`config.mk`:
```
export PLATFORM = sky130hd
export DESIGN_NAME = if_id_stage_flat
export DESIGN_NICKNAME = d
export VERILOG_FILES = /design/src/rtl/if_id_stage_pkg.sv /design/src/rtl/if_id_stage_if.sv /design/src/rtl/if_id_stage_entry.sv /design/src/rtl/if_id_stage.sv /design/src/flat_wrapper.sv
export SDC_FILE = /design/constraint.sdc
export NUM_CORES = 1
export LEC_CHECK = 0
export CAP_MARGIN = 20
export CORE_MARGIN = 2
export CORE_UTILIZATION = 36
export CTS_CLUSTER_SIZE = 40
export DETAILED_ROUTE_END_ITERATION = 16
export PLACE_DENSITY = 0.79
export RECOVER_POWER = 25
export SETUP_SLACK_MARGIN = 0.02
export SLEW_MARGIN = 20
export SYNTH_ARGS = -nofsm -noshare
export SYNTH_HDL_FRONTEND = slang
export SYNTH_SLANG_ARGS = --single-unit
```
`constraint.sdc`:
```
create_clock -name clk -period 2 [get_ports clk]
set_input_delay 0.4 -clock clk [delete_from_list [all_inputs] [get_ports clk]]
set_output_delay 0.4 -clock clk [all_outputs]
set_load 0.05 [all_outputs]
```
`src/rtl/if_id_stage_pkg.sv`:
```
// Shared widths and constants for the IF/ID pipeline stage.
// Optional skid entry is enabled by defining IF_ID_STAGE_SKID_EN; SKID_EN mirrors it.
package if_id_stage_pkg;

  localparam int unsigned DATA_WIDTH_DEF = 32;
  localparam int unsigned PC_WIDTH_DEF   = 32;

  // RISC-V addi x0,x0,0
  localparam logic [31:0] RV_NOP = 32'h0000_0013;

`ifdef IF_ID_STAGE_SKID_EN
  localparam bit SKID_EN = 1'b1;
`else
  localparam bit SKID_EN = 1'b0;
`endif

endpackage

```
`src/rtl/if_id_stage_if.sv`:
```
// Fetch-side and decode-side handshake bundle of the IF/ID stage, plus hold/flush controls.
// master drives fetch data, decode ready and controls; slave is the stage itself.
interface if_id_stage_if
  import if_id_stage_pkg::*;
#(
  parameter int unsigned DATA_WIDTH = DATA_WIDTH_DEF,
  parameter int unsigned PC_WIDTH   = PC_WIDTH_DEF
);

  logic                  in_valid;
  logic                  in_ready;
  logic [PC_WIDTH-1:0]   in_pc;
  logic [DATA_WIDTH-1:0] in_insn;
  logic                  out_valid;
  logic                  out_ready;
  logic [PC_WIDTH-1:0]   out_pc;
  logic [DATA_WIDTH-1:0] out_insn;
  logic                  hold;
  logic                  flush;

  modport master (
    output in_valid, in_pc, in_insn, out_ready, hold, flush,
    input  in_ready, out_valid, out_pc, out_insn
  );

  modport slave (
    input  in_valid, in_pc, in_insn, out_ready, hold, flush,
    output in_ready, out_valid, out_pc, out_insn
  );

endinterface

```
`src/rtl/if_id_stage_entry.sv`:
```
// One IF/ID storage entry: valid bit plus PC and instruction, with load and clear.
// load wins over clear; the parent never asserts load while flushing.
module if_id_stage_entry #(
  parameter int unsigned           DATA_WIDTH = 32,
  parameter int unsigned           PC_WIDTH   = 32,
  parameter logic [DATA_WIDTH-1:0] RESET_INSN = '0,
  parameter logic [PC_WIDTH-1:0]   RESET_PC   = '0
) (
  input  logic                  clk,
  input  logic                  rst,
  input  logic                  load_i,
  input  logic                  clear_i,
  input  logic [PC_WIDTH-1:0]   pc_i,
  input  logic [DATA_WIDTH-1:0] insn_i,
  output logic                  valid_o,
  output logic [PC_WIDTH-1:0]   pc_o,
  output logic [DATA_WIDTH-1:0] insn_o
);

  logic                  valid_q, valid_d;
  logic [PC_WIDTH-1:0]   pc_q, pc_d;
  logic [DATA_WIDTH-1:0] insn_q, insn_d;

  always_comb begin
    valid_d = valid_q;
    pc_d    = pc_q;
    insn_d  = insn_q;
    if (load_i) begin
      valid_d = 1'b1;
      pc_d    = pc_i;
      insn_d  = insn_i;
    end else if (clear_i) begin
      valid_d = 1'b0;
    end
  end

  always_ff @(posedge clk or posedge rst) begin
    if (rst) begin
      valid_q <= 1'b0;
      pc_q    <= RESET_PC;
      insn_q  <= RESET_INSN;
    end else begin
      valid_q <= valid_d;
      pc_q    <= pc_d;
      insn_q  <= insn_d;
    end
  end

  assign valid_o = valid_q;
  assign pc_o    = pc_q;
  assign insn_o  = insn_q;

endmodule

```
`src/rtl/if_id_stage.sv`:
```
// IF/ID pipeline stage: valid/ready on both sides with hold, flush and NOP on empty.
// Define IF_ID_STAGE_SKID_EN to add a skid entry so in_ready no longer depends on out_ready.
module if_id_stage
  import if_id_stage_pkg::*;
#(
  parameter int unsigned         DATA_WIDTH = DATA_WIDTH_DEF,
  parameter int unsigned         PC_WIDTH   = PC_WIDTH_DEF,
  parameter logic [31:0]         NOP_INSN   = RV_NOP,
  parameter logic [PC_WIDTH-1:0] RESET_PC   = '0
) (
  input logic          clk,
  input logic          rst,
  if_id_stage_if.slave bus
);

  localparam logic [DATA_WIDTH-1:0] NOP_W = DATA_WIDTH'(NOP_INSN);

  logic                  ready_en_q;
  logic                  in_ready_c;
  logic                  out_valid_c;
  logic                  accept_c;
  logic                  emit_c;
  logic                  main_load_c;
  logic                  main_clear_c;
  logic [PC_WIDTH-1:0]   main_pc_d;
  logic [DATA_WIDTH-1:0] main_insn_d;
  logic                  main_valid;
  logic [PC_WIDTH-1:0]   main_pc;
  logic [DATA_WIDTH-1:0] main_insn;

  // Keeps in_ready low through reset and for the first edge after it
  always_ff @(posedge clk or posedge rst) begin
    if (rst) ready_en_q <= 1'b0;
    else     ready_en_q <= 1'b1;
  end

  assign out_valid_c  = main_valid & ~bus.hold;
  assign emit_c       = out_valid_c & bus.out_ready;
  assign accept_c     = bus.in_valid & in_ready_c;
  assign main_clear_c = bus.flush | emit_c;

`ifdef IF_ID_STAGE_SKID_EN
  logic                  skid_valid;
  logic [PC_WIDTH-1:0]   skid_pc;
  logic [DATA_WIDTH-1:0] skid_insn;
  logic                  from_skid_c;
  logic                  skid_load_c;
  logic                  skid_clear_c;

  assign in_ready_c   = ready_en_q & ~bus.hold & ~skid_valid;
  assign from_skid_c  = emit_c & skid_valid;
  assign main_load_c  = ~bus.flush & (from_skid_c | (accept_c & (~main_valid | emit_c)));
  assign main_pc_d    = from_skid_c ? skid_pc   : bus.in_pc;
  assign main_insn_d  = from_skid_c ? skid_insn : bus.in_insn;
  // Accept while main is stalled parks the instruction behind it
  assign skid_load_c  = ~bus.flush & accept_c & main_valid & ~emit_c;
  assign skid_clear_c = bus.flush | from_skid_c;

  if_id_stage_entry #(
    .DATA_WIDTH (DATA_WIDTH),
    .PC_WIDTH   (PC_WIDTH),
    .RESET_INSN (NOP_W),
    .RESET_PC   (RESET_PC)
  ) u_skid (
    .clk     (clk),
    .rst     (rst),
    .load_i  (skid_load_c),
    .clear_i (skid_clear_c),
    .pc_i    (bus.in_pc),
    .insn_i  (bus.in_insn),
    .valid_o (skid_valid),
    .pc_o    (skid_pc),
    .insn_o  (skid_insn)
  );
`else
  assign in_ready_c  = ready_en_q & ~bus.hold & (~main_valid | bus.out_ready);
  assign main_load_c = ~bus.flush & accept_c;
  assign main_pc_d   = bus.in_pc;
  assign main_insn_d = bus.in_insn;
`endif

  if_id_stage_entry #(
    .DATA_WIDTH (DATA_WIDTH),
    .PC_WIDTH   (PC_WIDTH),
    .RESET_INSN (NOP_W),
    .RESET_PC   (RESET_PC)
  ) u_main (
    .clk     (clk),
    .rst     (rst),
    .load_i  (main_load_c),
    .clear_i (main_clear_c),
    .pc_i    (main_pc_d),
    .insn_i  (main_insn_d),
    .valid_o (main_valid),
    .pc_o    (main_pc),
    .insn_o  (main_insn)
  );

  assign bus.in_ready  = in_ready_c;
  assign bus.out_valid = out_valid_c;
  assign bus.out_pc    = main_pc;
  assign bus.out_insn  = main_valid ? main_insn : NOP_W;

endmodule

```
`src/flat_wrapper.sv`:
```
// flat-port wrapper written by rule: the top's interface ports become plain ports
module if_id_stage_flat import if_id_stage_pkg::*;
#(
  parameter int unsigned         DATA_WIDTH = DATA_WIDTH_DEF,
  parameter int unsigned         PC_WIDTH   = PC_WIDTH_DEF,
  parameter logic [31:0]         NOP_INSN   = RV_NOP,
  parameter logic [PC_WIDTH-1:0] RESET_PC   = '0
)
  (clk, rst, bus_in_valid, bus_in_pc, bus_in_insn, bus_out_ready, bus_hold, bus_flush, bus_in_ready, bus_out_valid, bus_out_pc, bus_out_insn);
  if_id_stage_if #(.DATA_WIDTH(DATA_WIDTH), .PC_WIDTH(PC_WIDTH)) bus_i ();
  input logic clk;
  input logic rst;
  input wire logic [$bits(bus_i.in_valid)-1:0] bus_in_valid;
  input wire logic [$bits(bus_i.in_pc)-1:0] bus_in_pc;
  input wire logic [$bits(bus_i.in_insn)-1:0] bus_in_insn;
  input wire logic [$bits(bus_i.out_ready)-1:0] bus_out_ready;
  input wire logic [$bits(bus_i.hold)-1:0] bus_hold;
  input wire logic [$bits(bus_i.flush)-1:0] bus_flush;
  output wire logic [$bits(bus_i.in_ready)-1:0] bus_in_ready;
  output wire logic [$bits(bus_i.out_valid)-1:0] bus_out_valid;
  output wire logic [$bits(bus_i.out_pc)-1:0] bus_out_pc;
  output wire logic [$bits(bus_i.out_insn)-1:0] bus_out_insn;
  assign bus_i.in_valid = bus_in_valid;
  assign bus_i.in_pc = bus_in_pc;
  assign bus_i.in_insn = bus_in_insn;
  assign bus_i.out_ready = bus_out_ready;
  assign bus_i.hold = bus_hold;
  assign bus_i.flush = bus_flush;
  assign bus_in_ready = bus_i.in_ready;
  assign bus_out_valid = bus_i.out_valid;
  assign bus_out_pc = bus_i.out_pc;
  assign bus_out_insn = bus_i.out_insn;
  if_id_stage #(.DATA_WIDTH(DATA_WIDTH), .PC_WIDTH(PC_WIDTH), .NOP_INSN(NOP_INSN), .RESET_PC(RESET_PC)) u_core (.clk(clk), .rst(rst), .bus(bus_i));
endmodule
```
==> summary.md <==
| Metric | Value |
|---|---|
| Post-DRT Antenna Nets | 0 |
| First DRT Iteration DRCs | between 50 and 60 |
| Antenna diode count | 0 |
| Total global-route track usage | 16.47% |
| Post-Synthesis Cells | between 150 and 200 |
| Synth Area per Inst | roughly 15 um^2 |
| Pin count of the biggest net entering global routing | 35 |
| Vias | 1956 |
| Fill cell total of the finished layout | ~540 |
| Number of global-route vias before repair | roughly 2200 |
| Max frequency | roughly 0.52 GHz |
| Detailed placer's ending HPWL | around 4900 um |
| Area of the core | around 7300 um^2 |
| Pleak | between 0.002 and 0.0025 uW |
| Crit path capture type | primary output |
| I/O pins | about 140 |
| Count of state elements after synthesis | 66 |
| Clock edge transition at the registers on the reported setup and hold paths | roughly 0.07 ns |
| Horizontal die dimension | just over 90 um |
| Share of cell area taken by muxes after synthesis | 26.24% |
| Post-synthesis share of cell area spent on and, or, nand and nor gates | around a tenth |
| Multi-input gate area in the final layout | 1002 um^2 |
| Post-route clock skew | approximately 0.0052 ns |
| XOR/XNOR share of the synthesized area | 0% |
| H-Tree Depth | 3 |
| Most used routing layer in global routing | met2 |
| Synth Net Count | approximately 250 |
| Maximum Capacitance Violations | 0 |
| Post-synthesis share of cell area spent on full adders, half adders and majority gates | 0% |
| Hold violation count in the final report | 0 |
| Status | finished, final reports clean |
| Number of iterations in the first detailed-routing pass | 4 |
| Detailed-route DRC error count | 0 |
| Final worst-path cycle share | roughly 96% |
| Worst IR drop on VDD | approximately 0.00048 V |
| Total of hold buffers inserted after clock tree synthesis | 0 |
| Wire length of the first global-routing pass | 10610 um |
| Worst Path Class, Setup | in -> out |
| Final routed wire length divided by cell count | 14.70 um |
| Number of buffers on the longest clock path | 2 |
| Number of unique standard cell types used by synthesis | 16 |
| TritonCTS clock tree | built |
| GRT met2 Usage | 29.75% |
| Overall routed net length | roughly 6400 um |
| Clock network latency to the later pin of the worst-skew pair | 0.33 ns |
| Final min period | 1.918 ns |
| Proportion of synthesized chip area in sequential cells | between 60% and 70% |
| Hold Worst Slack | roughly 0.48 ns |
| Setup Fix Bufs, Post-CTS | 0 |
| RSZ-0062 raised after global routing | no |
| Total die area | around 8300 um^2 |
| Type of element launching the critical path | input pin |
| Number of pins exceeding their max-slew limit in the final report | 0 |
| CP Data Arrival Time | 1.52 ns |
| Clk Tree Root Cell | clkbuf_8 |
| Grt total ovfl | 0 |
| Relative slew margins | between 40% and 50% |
| Vias per Instance | around 4.5 |
| Net count, final | 399 |
| Layout cell share with drive strength beyond 1 | 20.66% |
| Layout-stage area growth over the synthesis result | 73.53% |
| Final setup violation count | 0 |
| Count of buffers inserted at the top-level ports | 135 |
| Met1 capacity usage during global routing | ~18% |
| Met3 usage | 4.647% |
| Count of cells resized by post-cts repair | 0 |
| Reg area | 1655 um^2 |
| Ratio of total power to cell area | approximately 950 nW/um^2 |
| Post-synthesis compound-gate area fraction | less than 1% |
| HP Class | reg -> reg |
| Dominant combinational cell family by area after synthesis | multiplexers |
| Number of warnings reported in the yosys synthesis log | 0 |
| Worst-path maximum fanout | 2 |
| Initial Util | 37.46% |
| Accumulated negative setup slack | 0 ns |
| Final weighted congestion in routability-driven placement | between 0.7 and 0.8 |
| Clock sink count | 66 |
| Initial antenna violation count | 0 |
| Worst Tran Pin Value | between 0.8 and 0.9 ns |
| Required time of the critical path | around 1.6 ns |
| CTS Buf Count | 9 |
| Standard-cell row count | 31 |
| Die Ht | 91.35 um |
| Synth Cell Area | 2746 um^2 |
==> cell families after synthesis <==
kind of cell | after synthesis
DFF | 66
muxes | 64
and+or+nand+nor | 38
buffers and inverters | 12
AOI/OAI and AO/OA | 1
other | 1
==> flip-flops by register name, summed over array words and instances, names as in the netlist <==
signal and flops:
u_core.u_main.valid_o 1, u_core.u_main.insn_o 32, u_core.ready_en_q 1, u_core.u_main.pc_o 32
==> layout make-up <==
| type | instances | share of cell area, % |
|---|---|---|
| Timing Repair Buffer | 146 | 36.86 |
| Sequential cell | 66 | 34.73 |
| Multi-Input combinational cell | 104 | 21.03 |
| Clock buffer | 11 | 2.967 |
| Tap cell | 99 | 2.599 |
| Clock inverter | 5 | 1.628 |
| Inverter | 2 | 0.1838 |
==> layout by cell type (no fill, tap or decap), types with 2 or more instances in the layout <==
cell / netlist / routed
clkdlybuf4s50_1: 0 / 100
mux2_1: 63 / 63
dfrtp_1: 63 / 63
buf_12: 0 / 33
and2_1: 29 / 29
clkbuf_8: 0 / 10
buf_4: 1 / 10
nand2b_1: 5 / 5
dfstp_2: 3 / 3
clkinv_2: 0 / 2
bufinv_16: 0 / 2
clkbuf_2: 0 / 2
==> path summary, 6_finish.rpt <==
kind	cells past startpoint	slack, ns	startpoint	to
min reg2reg	1	0.48	u_core.u_main.insn_o[23]	u_core.u_main.insn_o[23]
max	5	0.08	bus_out_ready	bus_in_ready
max reg2reg	5	0.37	u_core.u_main.valid_o	u_core.u_main.pc_o[15]
min	1	0.48	u_core.u_main.insn_o[23]	u_core.u_main.insn_o[23]
min in group asynchronous	2	0.64	rst	u_core.u_main.pc_o[20]
max in group asynchronous	3	0.34	rst	u_core.u_main.insn_o[13]
==> synth_stat cells <==
master | number | area share, %
dfrtp_1 | 63 | 57
mux2_1 | 63 | 26
and2_1 | 29 | 6.6
buf_6 | 6 | 2.5
nand2b_1 | 5 | 1.1
clkbuf_1 | 3 | 0.41
dfstp_2 | 3 | 2.9
inv_1 | 2 | 0.27
a31o_2 | 1 | 0.32
buf_4 | 1 | 0.27
conb_1 | 1 | 0.14
mux2_2 | 1 | 0.41
nor2b_1 | 1 | 0.23
nor2b_4 | 1 | 0.50
nor3b_1 | 1 | 0.27
nor4b_4 | 1 | 0.87
==> power breakdown <==
| part | leakage [uW] | total [uW] | switching, uW | internal (uW) |
|---|---|---|---|---|
| registers | 0.000789 | 1770 | 130 | 1640 |
| clock network | 0.000109 | 1230 | 495 | 732 |
| logic | 0.00112 | 1530 | 883 | 649 |
==> critical path, stage by stage <==
cell and delay [ns]:
clkdlybuf4s50_1 0.53, nor2b_4 0.07, buf_4 0.13, nor3b_2 0.16
buf_4 0.22
==> metal layers <==
metal | vias to the layer above | wire length [um]
li1 | 907 | -
met1 | 956 | 2512
met2 | 85 | 3304
met3 | 8 | 459
met4 | 0 | 89
met5 | - | 0
==> metrics by stage <==
step	util, %	power, uW	area, um^2	setup slack [ns]	instances
2_1_floorplan	-	2683	2755	0.2263	182
3_3_place_gp	62.47	3318	4579	-0.05348	417
3_5_place_dp	62.47	3359	4579	-0.1293	417
4_1_cts	65.45	4603	4798	0.07000	433
5_1_grt	65.01	4736	4766	0.03160	433
6_report	65.01	4532	4766	0.08185	433
No activity file was read; power rests on OpenSTA's default activity.
